==> src/rtl/cp0_exc_ctrl.sv <==
// CP0 exception/interrupt sequencer: prioritizes interrupt, exception and ERET,
// pulses the CP0 update, then drives flush and the fetch redirect handshake.
// Optional: define CP0_EXC_CNT_EN to add the exc_cnt exception counter output.
module cp0_exc_ctrl #(
    parameter logic [31:0] EXC_VECTOR   = 32'hBFC00380,
    parameter int unsigned FLUSH_CYCLES = 2,
    parameter int unsigned SYNC_STAGES  = 2
) (
    input  logic        clk,
    input  logic        rst_n,
    input  logic [5:0]  hw_int,
    input  logic        timer_int,
    input  logic [1:0]  sw_ip,
    input  logic        status_ie,
    input  logic        status_exl,
    input  logic [7:0]  status_im,
    input  logic [31:0] epc_in,
    input  logic        cmt_valid,
    input  logic        cmt_exc,
    input  logic [4:0]  cmt_exccode,
    input  logic [31:0] cmt_pc,
    input  logic        cmt_is_ds,
    input  logic        cmt_eret,
    input  logic        redirect_ready,
`ifdef CP0_EXC_CNT_EN
    output logic [31:0] exc_cnt,
`endif
    output logic        busy,
    output logic        exception,
    output logic        eret_op,
    output logic [4:0]  exc_code,
    output logic [31:0] epc_out,
    output logic        bd_out,
    output logic [5:0]  cause_ip_hw,
    output logic        flush,
    output logic        redirect_valid,
    output logic [31:0] redirect_pc
);

    localparam int unsigned CNT_W  = 4;
    localparam int unsigned HW_W   = 6;
    localparam int unsigned DATA_W = 32;

    typedef enum logic [1:0] {
        S_IDLE,
        S_COMMIT,
        S_FLUSH,
        S_REDIRECT
    } state_e;

    state_e                            state_q, state_d;
    logic [CNT_W-1:0]                  fcnt_q, fcnt_d;
    logic [SYNC_STAGES-1:0][HW_W-1:0]  hw_sync_q, hw_sync_d;

    logic              busy_q, busy_d;
    logic              exception_q, exception_d;
    logic              eret_op_q, eret_op_d;
    logic [4:0]        exc_code_q, exc_code_d;
    logic [DATA_W-1:0] epc_out_q, epc_out_d;
    logic              bd_out_q, bd_out_d;
    logic [HW_W-1:0]   cause_ip_hw_q, cause_ip_hw_d;
    logic              flush_q, flush_d;
    logic              redirect_valid_q, redirect_valid_d;
    logic [DATA_W-1:0] redirect_pc_q, redirect_pc_d;

    logic [7:0]        ip_c;
    logic              int_take_c;
    logic              accept_c;
    logic              take_exc_c;
    logic              take_eret_c;

    // Interrupt qualification and request arbitration (interrupt > exception > ERET)
    always_comb begin
        ip_c        = {hw_sync_q[SYNC_STAGES-1][5] | timer_int,
                       hw_sync_q[SYNC_STAGES-1][4:0], sw_ip};
        int_take_c  = status_ie & ~status_exl & (|(ip_c & status_im));
        accept_c    = (state_q == S_IDLE) & cmt_valid & (int_take_c | cmt_exc | cmt_eret);
        take_exc_c  = accept_c & (int_take_c | cmt_exc);
        take_eret_c = accept_c & ~int_take_c & ~cmt_exc & cmt_eret;
    end

    always_ff @(posedge clk or negedge rst_n) begin
        if (!rst_n) begin
            state_q <= S_IDLE;
            fcnt_q  <= '0;
        end else begin
            state_q <= state_d;
            fcnt_q  <= fcnt_d;
        end
    end

    always_comb begin
        state_d = state_q;
        fcnt_d  = fcnt_q;
        case (state_q)
            S_IDLE: begin
                if (accept_c) state_d = S_COMMIT;
            end
            S_COMMIT: begin
                // Commit cycle already counts as the first flush cycle
                if (FLUSH_CYCLES <= 1) begin
                    state_d = S_REDIRECT;
                end else begin
                    state_d = S_FLUSH;
                    fcnt_d  = CNT_W'(FLUSH_CYCLES - 2);
                end
            end
            S_FLUSH: begin
                if (fcnt_q == '0) state_d = S_REDIRECT;
                else              fcnt_d  = fcnt_q - CNT_W'(1);
            end
            S_REDIRECT: begin
                if (redirect_ready) state_d = S_IDLE;
            end
            default: state_d = S_IDLE;
        endcase
    end

    // Registered outputs are computed from the state being entered
    always_comb begin
        hw_sync_d        = {hw_sync_q[SYNC_STAGES-2:0], hw_int};
        cause_ip_hw_d    = {hw_sync_q[SYNC_STAGES-2][5] | timer_int,
                            hw_sync_q[SYNC_STAGES-2][4:0]};
        busy_d           = (state_d != S_IDLE);
        flush_d          = (state_d == S_COMMIT) | (state_d == S_FLUSH);
        redirect_valid_d = (state_d == S_REDIRECT);
        exception_d      = take_exc_c;
        eret_op_d        = take_eret_c;
        exc_code_d       = exc_code_q;
        epc_out_d        = epc_out_q;
        bd_out_d         = bd_out_q;
        redirect_pc_d    = redirect_pc_q;
        if (take_exc_c) begin
            exc_code_d = int_take_c ? 5'd0 : cmt_exccode;
            epc_out_d  = cmt_is_ds ? (cmt_pc - DATA_W'(4)) : cmt_pc;
            bd_out_d   = cmt_is_ds;
        end
        if (accept_c) begin
            redirect_pc_d = take_eret_c ? epc_in : EXC_VECTOR;
        end
    end

    always_ff @(posedge clk or negedge rst_n) begin
        if (!rst_n) begin
            hw_sync_q        <= '0;
            cause_ip_hw_q    <= '0;
            busy_q           <= 1'b0;
            flush_q          <= 1'b0;
            redirect_valid_q <= 1'b0;
            exception_q      <= 1'b0;
            eret_op_q        <= 1'b0;
            exc_code_q       <= '0;
            epc_out_q        <= '0;
            bd_out_q         <= 1'b0;
            redirect_pc_q    <= '0;
        end else begin
            hw_sync_q        <= hw_sync_d;
            cause_ip_hw_q    <= cause_ip_hw_d;
            busy_q           <= busy_d;
            flush_q          <= flush_d;
            redirect_valid_q <= redirect_valid_d;
            exception_q      <= exception_d;
            eret_op_q        <= eret_op_d;
            exc_code_q       <= exc_code_d;
            epc_out_q        <= epc_out_d;
            bd_out_q         <= bd_out_d;
            redirect_pc_q    <= redirect_pc_d;
        end
    end

    assign busy           = busy_q;
    assign exception      = exception_q;
    assign eret_op        = eret_op_q;
    assign exc_code       = exc_code_q;
    assign epc_out        = epc_out_q;
    assign bd_out         = bd_out_q;
    assign cause_ip_hw    = cause_ip_hw_q;
    assign flush          = flush_q;
    assign redirect_valid = redirect_valid_q;
    assign redirect_pc    = redirect_pc_q;

`ifdef CP0_EXC_CNT_EN
    logic [DATA_W-1:0] exc_cnt_q, exc_cnt_d;

    // Counts exception pulses only; wraps naturally
    always_comb begin
        exc_cnt_d = exc_cnt_q + DATA_W'(exception_d);
    end

    always_ff @(posedge clk or negedge rst_n) begin
        if (!rst_n) exc_cnt_q <= '0;
        else        exc_cnt_q <= exc_cnt_d;
    end

    assign exc_cnt = exc_cnt_q;
`endif

endmodule

==> config.mk <==
export PLATFORM = sky130hd
export DESIGN_NAME = cp0_exc_ctrl
export DESIGN_NICKNAME = d
export VERILOG_FILES = /design/src/rtl/cp0_exc_ctrl.sv
export SDC_FILE = /design/constraint.sdc
export NUM_CORES = 1
export LEC_CHECK = 0
export ABC_AREA = 1
export BUFFER_PORTS_ARGS = -buffer_cell sky130_fd_sc_hd__buf_2
export CAP_MARGIN = 0
export CORE_MARGIN = 2
export CORE_UTILIZATION = 49
export CTS_CLUSTER_SIZE = 24
export DETAILED_ROUTE_END_ITERATION = 12
export MAX_ROUTING_LAYER = met4
export PLACE_DENSITY = 0.81
export SYNTH_ARGS = -nofsm -noshare
export SYNTH_HDL_FRONTEND = slang
export SYNTH_SLANG_ARGS = --single-unit
==> constraint.sdc <==
create_clock -name clk -period 1.8 [get_ports clk]
set_clock_uncertainty 0.15 [all_clocks]
set_input_delay 0.36 -clock clk [delete_from_list [all_inputs] [get_ports clk]]
set_output_delay 0.36 -clock clk [all_outputs]
set_load 0.01 [all_outputs]
==> metrics <==
status=finished, final reports clean; clock-pin slew on the worst setup and hold paths=0.10 ns; share of layout cells above drive strength 1=31.3%; #FFs+latches synth=94; CTS sink cnt=94; Seq/Total Area, Yosys=53.1%; RD Place Congestion=0.875; final non-filler cell total=864; Synth Cell Area=4430 µm²; Die Y=99.1 µm; most common flop cell mapped by yosys=dfrtp_1; required time of the worst setup path=1.93 ns; Setup crit end=redirect_pc[3]; largest net degree at the start of global routing=71; Post-synth EDFFs=0; max_cap viols=0; clk_lat worst skew=0.35 ns; power share of the clock group=21.6%; Synth Warn #=0; DIE AREA=9820 µm²; final HPWL from detailed placement=8.38 mm; Via Count=4333; io pins=176; deepest clock path buffer count=2; unrepaired setup endpoints after global routing=true; NetSw=2870 µW; area added between synthesis and finish=35.7%; Max Slew Vio Count=0; Port Buffers=175; Comb power frac=36.1%; Hold Path Class=in2reg; cts bufs inserted=9; worst r2r path cells=11; pre-CTS setup slack=-0.000915 ns; Slew headroom=69.5%; Int Pwr=5040 µW; Synth cell types=30; final hold viol count=0; CP Launch Point=cause_ip_hw[1]; gr ovfl total=0; post-DR wirelength/cell=14.4 µm; RR Endpoint=redirect_pc[3]; endpoints failing setup=0; Worst R2R Setup Slack=0.02 ns; CTS Root Cell=clkbuf_8; NumNets Final=852; Pleak=0.00348 µW; cell taking the most area after synthesis=dfrtp_1; placed insts=837; global-route wire length before repair=18.5 mm; clock tree from TritonCTS=built; final worst path period need=1.78 ns; fin crit share=98.7%; r2r startpoint=cause_ip_hw[1]; area share of the largest cell type after synthesis=53.1%; Cell Pwr Density=1320 nW/µm²; Flop pwr share=42.2%; Mapped Nets=653; VDD IR max=0.000620 V; syn_area_per_cell=8.01 µm²; H-Tree Depth=3; commonest non-fill, non-tap cells in the layout=nand2_1, buf_2, dfrtp_1, inv_1, nand3_1; asr flop ratio synth=100%; Critical Path AT=1.91 ns; Synth area leaders=dfrtp_1, nand2_1, nand3_1; worst-path maximum fanout=16; post-route ant nets=0; DRT Wirelength=12.5 mm; final setup TNS=0 ns; Row Count=34; Initial Util=50.6%; GRT Util Overall=23.9%; commonest non-fill, non-tap cell in the layout=nand2_1; worst setup path class=reg2reg; diodes inserted=0; Core Box Area=8760 µm²; DR iter-0 viols=152; Net Sw Frac=36.3%; Slew @ Worst Pin=0.455 ns; DRC Markers=0; Worst setup SP type=register; Highest Clock Rate=563 MHz; via/cell ratio=5.02; cells after synthesis=553; PnR worst setup slack=0.0241 ns; drt pass-1 iters=4; Overall Power=7920 µW; vias in the first global route=4106; CP Capture Type=register; Die X=99.1 µm; antenna violations before repair=0
registers in the layout, indices dropped and copies added (netlist names), 2 cells and up:
register and count:
exc_code 5, redirect_pc 32, cause_ip_hw_d 5, fcnt_q 4, cause_ip_hw 6, epc_out 32, state_q 2
worst min-delay path by stage:
stage | depth (start not counted) | end | slack (ns) | startpoint
floorplan | 0 | bd_out | -0.09 | rst_n
global placement | 1 | cause_ip_hw[0] | 0.17 | rst_n
detailed placement | 1 | cause_ip_hw[0] | 0.18 | rst_n
CTS | 3 | redirect_pc[1] | 0.04 | epc_in[1]
global route | 3 | redirect_pc[6] | 0.04 | epc_in[6]
finish | 3 | redirect_pc[6] | 0.06 | epc_in[6]
worst max-delay path: stages (launching register included):
cell and delay (ns):
dfrtp_1 0.41, nand2_1 0.08, nand2_1 0.06, nor2_1 0.10
nand3_1 0.11, nand2_2 0.11, buf_4 0.13, nand3_2 0.09
nand2_4 0.14, clkbuf_16 0.19, nand2_1 0.07, nand2_1 0.07
synthesized netlist by cell type (5+ instances only):
| master | n |
|---|---|
| nand2_1 | 215 |
| nand3_1 | 52 |
| inv_1 | 54 |
| dfrtp_1 | 94 |
| nand4_1 | 8 |
| ha_1 | 5 |
| xor2_1 | 8 |
| o21ai_0 | 26 |
| nor2_1 | 43 |
| buf_2 | 10 |
| buf_4 | 7 |
per-layer routing:
| layer | track usage (%) | vias up | part of all wire [%] |
|---|---|---|---|
| li1 | - | 2126 | - |
| met1 | 29.7 | 2038 | 42 |
| met2 | 40.3 | 159 | 51 |
| met3 | 4.43 | 10 | 6.0 |
| met4 | 6.43 | 0 | 1.2 |
| met5 | - | - | 0 |
area by class of cell:
cell class	count	area, µm²
Fill cell	723	2750
Sequential cell	94	2350
Multi-Input combinational cell	385	1810
Timing Repair Buffer	207	1270
Inverter	55	206
Tap cell	108	135
Clock buffer	9	124
Clock inverter	6	118
power groups by stage:
| stage | Clock, µW | Sequential (µW) | Combinational (µW) |
|---|---|---|---|
| 6_report | 1710 | 3340 | 2860 |
| 5_1_grt | 1850 | 3430 | 3180 |
| 4_1_cts | 1740 | 3330 | 2670 |
| 3_5_place_dp | 0 | 3360 | 2650 |
| 3_3_place_gp | 0 | 3340 | 2590 |
| 2_1_floorplan | 0 | 3700 | 1000 |
cell families after synthesis:
logic type | after synthesis | synth area share (%)
AND/OR/NAND/NOR | 333 | 31.7
adder cells (fa/ha/maj) | 5 | 1.41
buffers and inverters | 74 | 7.31
AO/OA/AOI/OAI | 37 | 4.52
XOR/XNOR | 10 | 1.98
flip-flops | 94 | 53.1
timing repair:
action | 4_1_cts | 5_1_grt
hold endpoints to repair | 32 | 0
hold buffers | 7 | 0
resized for setup | 0 | 13
endpoints found under the setup margin | 0 | 21
buffers inserted | 0 | 1
per-stage QoR:
step / hold slack (ns) / cell area, µm² / utilization (%)
final: 0.0560 / 6010 / 68.6
after detailed placement: 0.179 / 5550 / 63.4
after global routing: 0.0445 / 6010 / 68.6
after CTS: 0.0358 / 5860 / 66.9
after global placement: 0.171 / 5550 / 63.4
after floorplan: -0.0856 / 4430 / -
(Power assumes the default switching activity.)
